<file path="src/rtl/pc_pkg.sv">
// Shared constants for the program-counter unit.
//   PC_SEQ/PC_BR/PC_JALR/PC_TRAP : next-PC select encoding on pcsrc
//   DEF_RESET_VECTOR / DEF_TRAP_VECTOR : default vector parameters
package pc_pkg;
  localparam logic [1:0] PC_SEQ  = 2'b00;
  localparam logic [1:0] PC_BR   = 2'b01;
  localparam logic [1:0] PC_JALR = 2'b10;
  localparam logic [1:0] PC_TRAP = 2'b11;

  localparam logic [31:0] DEF_RESET_VECTOR = 32'h0000_0000;
  localparam logic [31:0] DEF_TRAP_VECTOR  = 32'h0000_0100;
endpackage

</file>
<file path="src/rtl/pc_sequencer_if.sv">
// Bundle between the control/ALU target logic and the PC unit.
//   master : control side, drives stall/pcsrc/targets, observes PC state
//   slave  : pc_sequencer, consumes the select and produces PC state
interface pc_sequencer_if #(
  parameter int XLEN = 32
);
  logic            stall;
  logic [1:0]      pcsrc;
  logic [XLEN-1:0] pc_target;
  logic [XLEN-1:0] jalr_target;
  logic [XLEN-1:0] pc;
  logic [XLEN-1:0] pc_plus4;
  logic            redirect_pending;
  logic            misaligned_exc;
  logic [XLEN-1:0] epc;

  modport master (
    output stall, pcsrc, pc_target, jalr_target,
    input  pc, pc_plus4, redirect_pending, misaligned_exc, epc
  );

  modport slave (
    input  stall, pcsrc, pc_target, jalr_target,
    output pc, pc_plus4, redirect_pending, misaligned_exc, epc
  );
endinterface

</file>
<file path="src/rtl/pc_sequencer_target_sel.sv">
// Combinational next-PC source select with JALR bit-0 clear and
// alignment check on BR/JALR targets.
//   pcsrc_i, pc_plus4_i, pc_target_i, jalr_target_i : select and sources
//   target_o     : resolved target (trap vector when misaligned)
//   misaligned_o : BR/JALR target has nonzero low ALIGN_BITS bits
//   raw_o        : selected target before the misalignment substitution
module pc_target_sel
  import pc_pkg::*;
#(
  parameter int              XLEN        = 32,
  parameter logic [XLEN-1:0] TRAP_VECTOR = XLEN'(DEF_TRAP_VECTOR),
  parameter int              ALIGN_BITS  = 2
) (
  input  logic [1:0]      pcsrc_i,
  input  logic [XLEN-1:0] pc_plus4_i,
  input  logic [XLEN-1:0] pc_target_i,
  input  logic [XLEN-1:0] jalr_target_i,
  output logic [XLEN-1:0] target_o,
  output logic            misaligned_o,
  output logic [XLEN-1:0] raw_o
);
  logic chk_align;

  always_comb begin
    raw_o     = pc_plus4_i;
    chk_align = 1'b0;
    case (pcsrc_i)
      PC_SEQ:  raw_o = pc_plus4_i;
      PC_BR: begin
        raw_o     = pc_target_i;
        chk_align = 1'b1;
      end
      PC_JALR: begin
        raw_o     = jalr_target_i & ~XLEN'(1);
        chk_align = 1'b1;
      end
      default: raw_o = TRAP_VECTOR;
    endcase
    misaligned_o = chk_align && (raw_o[ALIGN_BITS-1:0] != '0);
    target_o     = misaligned_o ? TRAP_VECTOR : raw_o;
  end
endmodule

</file>
<file path="src/rtl/pc_sequencer.sv">
// Program-counter unit: PC register, deferred-redirect holding during
// stalls, misaligned-target trap with EPC capture.
//   clk, rst_n : core clock, async active-low reset
//   bus        : slave side of pc_sequencer_if (select/targets in, PC state out)
//
// state | meaning
// IDLE  | no redirect held
// HELD  | redirect captured during a stall, applied on stall release
module pc_sequencer
  import pc_pkg::*;
#(
  parameter int              XLEN         = 32,
  parameter logic [XLEN-1:0] RESET_VECTOR = XLEN'(DEF_RESET_VECTOR),
  parameter logic [XLEN-1:0] TRAP_VECTOR  = XLEN'(DEF_TRAP_VECTOR),
  parameter int              ALIGN_BITS   = 2
) (
  input logic           clk,
  input logic           rst_n,
  pc_sequencer_if.slave bus
);
  localparam logic [0:0] ST_IDLE = 1'b0;
  localparam logic [0:0] ST_HELD = 1'b1;

  logic [0:0]      state_q, state_d;
  logic [XLEN-1:0] pc_q, pc_d;
  logic [XLEN-1:0] pend_tgt_q, pend_tgt_d;
  logic            pend_trap_q, pend_trap_d;
  logic [XLEN-1:0] epc_q, epc_d;
  logic            exc_q, exc_d;

  logic [XLEN-1:0] pc_plus4;
  logic [XLEN-1:0] target;
  logic [XLEN-1:0] raw;
  logic            misal;
  logic            live_redir;
  logic            live_trap;

  assign pc_plus4 = pc_q + XLEN'(4);

  pc_target_sel #(
    .XLEN        (XLEN),
    .TRAP_VECTOR (TRAP_VECTOR),
    .ALIGN_BITS  (ALIGN_BITS)
  ) u_target_sel (
    .pcsrc_i       (bus.pcsrc),
    .pc_plus4_i    (pc_plus4),
    .pc_target_i   (bus.pc_target),
    .jalr_target_i (bus.jalr_target),
    .target_o      (target),
    .misaligned_o  (misal),
    .raw_o         (raw)
  );

  assign live_redir = (bus.pcsrc != PC_SEQ);
  assign live_trap  = misal || (bus.pcsrc == PC_TRAP);

  always_comb begin
    state_d     = state_q;
    pc_d        = pc_q;
    pend_tgt_d  = pend_tgt_q;
    pend_trap_d = pend_trap_q;
    // misalignment is reported when presented, stalled or not
    exc_d       = misal;
    epc_d       = misal ? raw : epc_q;

    if (!bus.stall) begin
      state_d     = ST_IDLE;
      pend_trap_d = 1'b0;
      // a held trap beats any live redirect; a held non-trap only beats SEQ
      if ((state_q == ST_HELD) && (!live_redir || pend_trap_q)) begin
        pc_d = pend_tgt_q;
      end else begin
        pc_d = target;
      end
    end else if (live_redir) begin
      state_d = ST_HELD;
      if ((state_q == ST_IDLE) || !pend_trap_q || live_trap) begin
        pend_tgt_d  = target;
        pend_trap_d = live_trap;
      end
    end
  end

  always_ff @(posedge clk or negedge rst_n) begin
    if (!rst_n) begin
      state_q     <= ST_IDLE;
      pc_q        <= RESET_VECTOR;
      pend_tgt_q  <= '0;
      pend_trap_q <= 1'b0;
      epc_q       <= '0;
      exc_q       <= 1'b0;
    end else begin
      state_q     <= state_d;
      pc_q        <= pc_d;
      pend_tgt_q  <= pend_tgt_d;
      pend_trap_q <= pend_trap_d;
      epc_q       <= epc_d;
      exc_q       <= exc_d;
    end
  end

  assign bus.pc               = pc_q;
  assign bus.pc_plus4         = pc_plus4;
  assign bus.redirect_pending = (state_q == ST_HELD);
  assign bus.misaligned_exc   = exc_q;
  assign bus.epc              = epc_q;
endmodule
</file>
<file path="src/flat_wrapper.sv">
// flat-port wrapper written by rule: the top's interface ports become plain ports
module pc_sequencer_flat import pc_pkg::*;
#(
  parameter int              XLEN         = 32,
  parameter logic [XLEN-1:0] RESET_VECTOR = XLEN'(DEF_RESET_VECTOR),
  parameter logic [XLEN-1:0] TRAP_VECTOR  = XLEN'(DEF_TRAP_VECTOR),
  parameter int              ALIGN_BITS   = 2
)
  (clk, rst_n, bus_stall, bus_pcsrc, bus_pc_target, bus_jalr_target, bus_pc, bus_pc_plus4, bus_redirect_pending, bus_misaligned_exc, bus_epc);
  pc_sequencer_if #(.XLEN(XLEN)) bus_i ();
  input logic clk;
  input logic rst_n;
  input wire logic [$bits(bus_i.stall)-1:0] bus_stall;
  input wire logic [$bits(bus_i.pcsrc)-1:0] bus_pcsrc;
  input wire logic [$bits(bus_i.pc_target)-1:0] bus_pc_target;
  input wire logic [$bits(bus_i.jalr_target)-1:0] bus_jalr_target;
  output wire logic [$bits(bus_i.pc)-1:0] bus_pc;
  output wire logic [$bits(bus_i.pc_plus4)-1:0] bus_pc_plus4;
  output wire logic [$bits(bus_i.redirect_pending)-1:0] bus_redirect_pending;
  output wire logic [$bits(bus_i.misaligned_exc)-1:0] bus_misaligned_exc;
  output wire logic [$bits(bus_i.epc)-1:0] bus_epc;
  assign bus_i.stall = bus_stall;
  assign bus_i.pcsrc = bus_pcsrc;
  assign bus_i.pc_target = bus_pc_target;
  assign bus_i.jalr_target = bus_jalr_target;
  assign bus_pc = bus_i.pc;
  assign bus_pc_plus4 = bus_i.pc_plus4;
  assign bus_redirect_pending = bus_i.redirect_pending;
  assign bus_misaligned_exc = bus_i.misaligned_exc;
  assign bus_epc = bus_i.epc;
  pc_sequencer #(.XLEN(XLEN), .RESET_VECTOR(RESET_VECTOR), .TRAP_VECTOR(TRAP_VECTOR), .ALIGN_BITS(ALIGN_BITS)) u_core (.clk(clk), .rst_n(rst_n), .bus(bus_i));
endmodule
</file>
<file path="config.mk">
export PLATFORM = sky130hd
export DESIGN_NAME = pc_sequencer_flat
export DESIGN_NICKNAME = d
export VERILOG_FILES = /design/src/rtl/pc_pkg.sv /design/src/rtl/pc_sequencer_if.sv /design/src/rtl/pc_sequencer_target_sel.sv /design/src/rtl/pc_sequencer.sv /design/src/flat_wrapper.sv
export SDC_FILE = /design/constraint.sdc
export NUM_CORES = 1
export LEC_CHECK = 0
export ABC_CLOCK_PERIOD_IN_PS = 2800
export BUFFER_PORTS_ARGS = -buffer_cell sky130_fd_sc_hd__buf_2
export CORE_MARGIN = 4
export CORE_UTILIZATION = 52
export DETAILED_ROUTE_END_ITERATION = 7
export GPL_TIMING_DRIVEN = 0
export PLACE_DENSITY = 0.82
export SYNTH_ARGS = -nofsm -noshare
export SYNTH_HDL_FRONTEND = slang
export SYNTH_SLANG_ARGS = --single-unit
</file>
<file path="constraint.sdc">
create_clock -name clk -period 2.8 [get_ports clk]
set_input_delay 0 -clock clk [delete_from_list [all_inputs] [get_ports clk]]
set_output_delay 0 -clock clk [all_outputs]
set_load 0.02 [all_outputs]
</file>
==> results of run 1 <==
## cell families after synthesis
logic type / synth area share
mux: 0.00618
xor+xnor: 0.0417
buf+inv: 0.0478
flops: 0.453
fa+ha+maj: 0.0137
compound gates: 0.225
simple gates: 0.213
## power by group through the flow
stage	Clock, mW	Sequential [mW]	Combinational, mW
floorplan	0	2.06	0.561
global placement	0	1.86	1.24
detailed placement	0	1.87	1.27
CTS	0.964	1.85	1.30
global route	1.03	1.89	1.42
finish	0.962	1.86	1.31
## through the flow
stage / area [um2] / setup TNS (ps) / cells / setup slack [ps]
2_1_floorplan: 5470 / 0 / 608 / 460
3_3_place_gp: 6460 / 0 / 909 / 5.04
3_5_place_dp: 6490 / -298 / 910 / -89.3
4_1_cts: 6870 / 0 / 943 / 32.9
5_1_grt: 6950 / -2.95 / 949 / -2.95
6_report: 6950 / 0 / 949 / 67.6
## path summary, 6_finish.rpt
check                      slack [ps]  depth (start not counted)                   end                start
max                                70                          6      bus_pc_plus4[28]     u_core.bus.pc[5]
min                                20                          3    u_core.bus.epc[18]  bus_jalr_target[18]
max reg2reg                       140                          8  u_core.pend_tgt_q[2]     u_core.bus.pc[1]
min reg2reg                       480                          2     u_core.bus.epc[4]    u_core.bus.epc[4]
max in group asynchronous        1970                          3      u_core.bus.pc[2]                rst_n
min in group asynchronous         110                          2    u_core.bus.epc[21]                rst_n
## cells in the mapped netlist, types with 6 or more instances
cell	count	share of area
dfrtp_1	99	0.45
nand3_1	15	0.014
nor4_1	11	0.013
a21oi_1	27	0.025
and3_1	15	0.017
clkbuf_1	33	0.023
nand2_1	114	0.078
a22oi_1	9	0.012
o21ai_0	45	0.041
o221ai_1	8	0.013
ha_1	6	0.014
buf_2	7	0.0064
a222oi_1	11	0.020
buf_1	6	0.0041
xor2_1	13	0.021
xnor2_1	13	0.021
o21ai_1	17	0.016
a22o_1	16	0.026
inv_1	15	0.010
a211oi_1	6	0.0082
nor3_1	15	0.014
nor2_1	18	0.012
## sequential cells by signal, summed over array words and instances (netlist names)
register                     flops
u_core.bus.epc                  32
u_core.pend_trap_q               1
u_core.bus.redirect_pending      1
u_core.bus.misaligned_exc        1
u_core.pend_tgt_q               32
u_core.bus.pc                   32
## routing by layer
layer  vias up  part of all wire  routed length (um)  global-route usage
met2       402              0.47                9170               0.498
li1       2628                 -                   -                   -
met4         0             0.029                 567               0.125
met5         -                 0                   0                   0
met3        50              0.12                2320              0.0992
met1      2818              0.38                7460               0.407
## critical path, stage by stage (launching register included)
cell and delay, ps:
dfrtp_1 570, nand4_4 280, or4_4 630, or2_2 350, nor2_1 120, xor2_1 200, buf_2 200
## cells in the final DEF, fill, tap and decap left out, types with 6 or more instances in the layout
master,n
buf_2,170
nand2_1,114
dfrtp_1,95
o21ai_0,45
clkbuf_1,32
a21oi_1,27
nor2_1,18
o21ai_1,17
a22o_1,16
inv_1,15
and3_1,15
dlygate4sd3_1,15
nand3_1,14
nor3_1,14
xor2_1,13
xnor2_1,13
buf_4,12
nor4_1,11
a222oi_1,11
clkbuf_8,10
a22oi_1,9
o221ai_1,8
buf_1,6
a211oi_1,6
## what timing repair did
| action | in CTS | in global routing |
|---|---|---|
| setup buffers | 2 | 6 |
| endpoints found under the setup margin | 6 | 22 |
| pin swaps | 1 | 2 |
| cloned | 0 | 0 |
| resized for setup | 3 | 13 |
| hold buffers | 15 | 0 |
| endpoints found under the hold margin | 53 | 0 |
## cell type report
class | count | area (um2) | share of cell area
well taps | 136 | 170 | 0.0245
clock buffers | 11 | 141 | 0.0203
flip-flops and latches | 99 | 2480 | 0.357
inverters | 16 | 60.1 | 0.00864
multi-input cells | 444 | 2770 | 0.398
repair buffers | 189 | 1070 | 0.154
plain buffers | 49 | 204 | 0.0293
clock inverters | 5 | 60.1 | 0.00864
==> qor.csv, run 1 <==
metric,value,unit
result of the run,completed,
worst relative slew slack,0.503,
total DRC errors in the routed layout,0,
diode insertion count for antenna repair,0,
number of warnings printed during yosys synthesis,0,
"IR drop worst, VDD",348,uV
net load switching power,1.57,mW
number of global-route vias before repair,5959,
Critical Setup Path Class,reg2out,
global-route wire length before repair,31100,um
type of origin of the critical path,flip-flop,
Final Util,0.677,
total overflow reported by the global router,0,
# port buffers,165,
Most used DFF post-synth,dfrtp_1,
Final ANT Viol Nets,0,
starting density of the core,0.532,
number of design-rule violations left by the first detailed-router iteration,603,
Setup-failing EPs final,0,
Synth cell types,59,
flop and latch count out of synthesis,99,
count of vias placed by the detailed router,5898,
H-tree lvl count,3,
Worst Tran Pin Value,746,ps
Slew Limit Fails,0,
share of synthesized flip-flops with an asynchronous set or reset,1.00,
critical-path maximum fanout,8,
post-synth net total,683,
Clock power frac,0.233,
GR Util All Layers,0.316,
layout cell share with drive strength beyond 1,0.283,
Gate power share,0.318,
Site Rows,37,
leakage component of the power,3.33,nW
area added between synthesis and finish,27.2,%
Routed wire per std cell,20.6,um
maximum number of pins on one net before global-route repair,66,
total clock sinks,99,
Hold Crit Class,in2reg,
Core ar.,0.0103,mm2
area of the die,0.0122,mm2
Setup Skew,7.03,ps
crit path DAT,2730,ps
TritonCTS clock tree,built,
insertion delay of the later-clocked pin in the worst-skew pair,380,ps
Power Dens Cells,595,mW/mm2
clock period minus worst slack,2730,ps
internal power,2.56,mW
largest buffer count on any clock path,2,
IO Count,167,
sequential share of the synthesized area,0.453,
Filler cells,842,
count of flip-flops with a built-in enable after synthesis,0,
initial antenna violation count,0,
CTS root buf,clkbuf_8,
TritonCTS Buffers,9,
average size of a mapped cell,8.99,um2
count of TritonRoute iterations in the first routing pass,5,
gpl congestion,0.971,
switching share of power,0.381,
post-detailed-route via-to-cell ratio,6.21,
"Power, Total",4.13,mW
highest clock rate,366,MHz
count of final hold-check violations,0,
total routed wirelength,19500,um
netlist area before placement,0.00547,mm2
hold_ws,16.8,ps
clock input transition at the sequential cells of the worst setup and hold paths,100,ps
Nets,883,
cell count after synthesis,608,
vertical extent of the die,111,um
Critical Path Sink Type,output pin,
sequential fraction of design power,0.449,
Critical Path RT,2800,ps
HPWL reported at the end of detailed placement,14000,um
die span in x,111,um
period utilisation layout,0.976,
MaxCap Viol Count,0,
Power figures use the tool's default switching activity.
==> run 2: changes to the inputs <==
--- a/config.mk
+++ b/config.mk
@@ -11,7 +11,8 @@
 export CORE_UTILIZATION = 52
 export DETAILED_ROUTE_END_ITERATION = 7
 export GPL_TIMING_DRIVEN = 0
-export PLACE_DENSITY = 0.82
+export PLACE_DENSITY = 0.81
+export SLEW_MARGIN = 10
 export SYNTH_ARGS = -nofsm -noshare
 export SYNTH_HDL_FRONTEND = slang
 export SYNTH_SLANG_ARGS = --single-unit
==> constraint.sdc (replaced) <==
create_clock -name clk -period 2.8 [get_ports clk]
set_input_delay 0.42 -clock clk [delete_from_list [all_inputs] [get_ports clk]]
set_output_delay 0.42 -clock clk [all_outputs]
set_load 0.02 [all_outputs]
==> qor.csv, run 2 (same netlist as run 1, synthesis figures left out) <==
metric,value,unit
total overflow reported by the global router,0,
total routed wirelength,19800,um
cells on worst reg2reg path,9,
GR Util All Layers,0.312,
MaxCap Viol Count,0,
launch point of the worst path,u_core.bus.pc[4],
initial antenna violation count,0,
insertion delay of the later-clocked pin in the worst-skew pair,370,ps
most used cells in the layout excluding fill and tap cells,"buf_2, nand2_1, dfrtp_1",
highest clock rate,365,MHz
post-detailed-route via-to-cell ratio,6.24,
Critical Path RT,2380,ps
number of global-route vias before repair,5817,
Worst Tran Pin Value,804,ps
global-route wire length before repair,30700,um
# port buffers,165,
vertical extent of the die,111,um
Critical Path Sink Type,output pin,
leakage component of the power,3.41,nW
starting density of the core,0.532,
Site Rows,37,
critical path's largest stage delay,540,ps
TritonCTS Buffers,9,
count of TritonRoute iterations in the first routing pass,7,
count of final hold-check violations,0,
Setup Skew,8.37,ps
IO Count,167,
number of design-rule violations left by the first detailed-router iteration,611,
gpl congestion,0.943,
Core ar.,0.0103,mm2
CTS root buf,clkbuf_8,
clock period minus worst slack,2740,ps
Setup-failing EPs final,0,
die span in x,111,um
"IR drop worst, VDD",287,uV
logic depth of the worst setup path including buffers,7,
area added between synthesis and finish,30.5,%
H-tree lvl count,3,
unrepaired setup endpoints after global routing,true,
count of vias placed by the detailed router,5954,
maximum number of pins on one net before global-route repair,56,
Routed wire per std cell,20.7,um
"Power, Total",4.16,mW
clock input transition at the sequential cells of the worst setup and hold paths,90,ps
count of placed standard cells including taps,910,
number of buffers inserted by hold repair at cts,0,
area of the die,0.0122,mm2
result of the run,completed,
critical-path maximum fanout,6,
total clock sinks,99,
critical path cell sequence,buf_8 -> nand3_4 -> or4_4 -> buf_6 -> or3_4 -> xnor2_2 -> buf_4,
Final ANT Viol Nets,0,
largest buffer count on any clock path,2,
Hold Crit Class,in2async,
worst relative slew slack,0.459,
period utilisation layout,0.977,
Crit-path slowest cell,or4_4,
type of origin of the critical path,flip-flop,
critical path buffer and inverter count,3,
"count of placed standard cells in the final layout, fillers left out",954,
Slew Limit Fails,0,
crit path DAT,2320,ps
Nets,889,
worst reg2reg path startpoint,u_core.bus.pc[1],
TritonCTS clock tree,built,
"most common cell after layout, fill and taps aside",buf_2,
largest delay contributor family on the critical path,simple AND/OR/NAND/NOR gates,
HPWL reported at the end of detailed placement,14000,um
setup_tns,0,ps
diode insertion count for antenna repair,0,
layout cell share with drive strength beyond 1,0.340,
total DRC errors in the routed layout,0,
Critical Setup Path Class,reg2out,
Power Dens Cells,584,mW/mm2
[run 2: layout make-up]
cell class                 instances  area [um2]
fill                             834        3150
multi-input combinational        444        2880
sequential                        99        2500
timing repair buffer             196        1100
buffer                            48         226
tap                              136         170
clock buffer                      11         141
inverter                          16        60.1
clock inverter                     4        51.3
[run 2: through the flow]
step | util | setup WS [ps] | hold slack, ps | instance area [um2]
detailed placement | 0.632 | -615 | 463 | 6490
global placement | 0.629 | -542 | 456 | 6460
finish | 0.694 | 63.4 | 53.1 | 7130
global route | 0.694 | -13.6 | 87.9 | 7130
floorplan | - | 40.4 | 124 | 5470
CTS | 0.674 | -4.15 | 67.6 | 6930
[run 2: worst paths after layout]
path	end	slack (ps)
setup / recovery	bus_pc_plus4[25]	60
hold / removal	u_core.pend_tgt_q[19]	50
setup reg to reg	u_core.bus.pc[23]	180
hold reg to reg	u_core.bus.epc[20]	480
max in group asynchronous	u_core.bus.pc[23]	2050
min in group clk	u_core.pend_tgt_q[28]	360
[run 2: repair_timing]
item,in CTS,in global routing
buffers inserted,18,13
pin swaps,6,6
endpoints found under the setup margin,44,35
resized for setup,35,29
[run 2: metal layers]
layer / global-route usage / part of all wire
met1: 0.410 / 0.38
met2: 0.489 / 0.46
met3: 0.0811 / 0.12
met4: 0.134 / 0.039
met5: 0 / 0
[run 2: worst reg2reg max path, stage by stage (launching register included)]
cell and delay [ps]:
dfrtp_1 440, a222oi_1 420, a21oi_1 160, nand2_2 210, inv_2 80, buf_2 210
nor3_4 340, nand2_2 180, buf_2 280, o221ai_1 220
[run 2: where the power goes]
group | total [mW] | switching [mW] | internal [mW]
Clock | 0.930 | 0.497 | 0.434
Sequential | 1.86 | 0.196 | 1.67
Combinational | 1.37 | 0.886 | 0.488
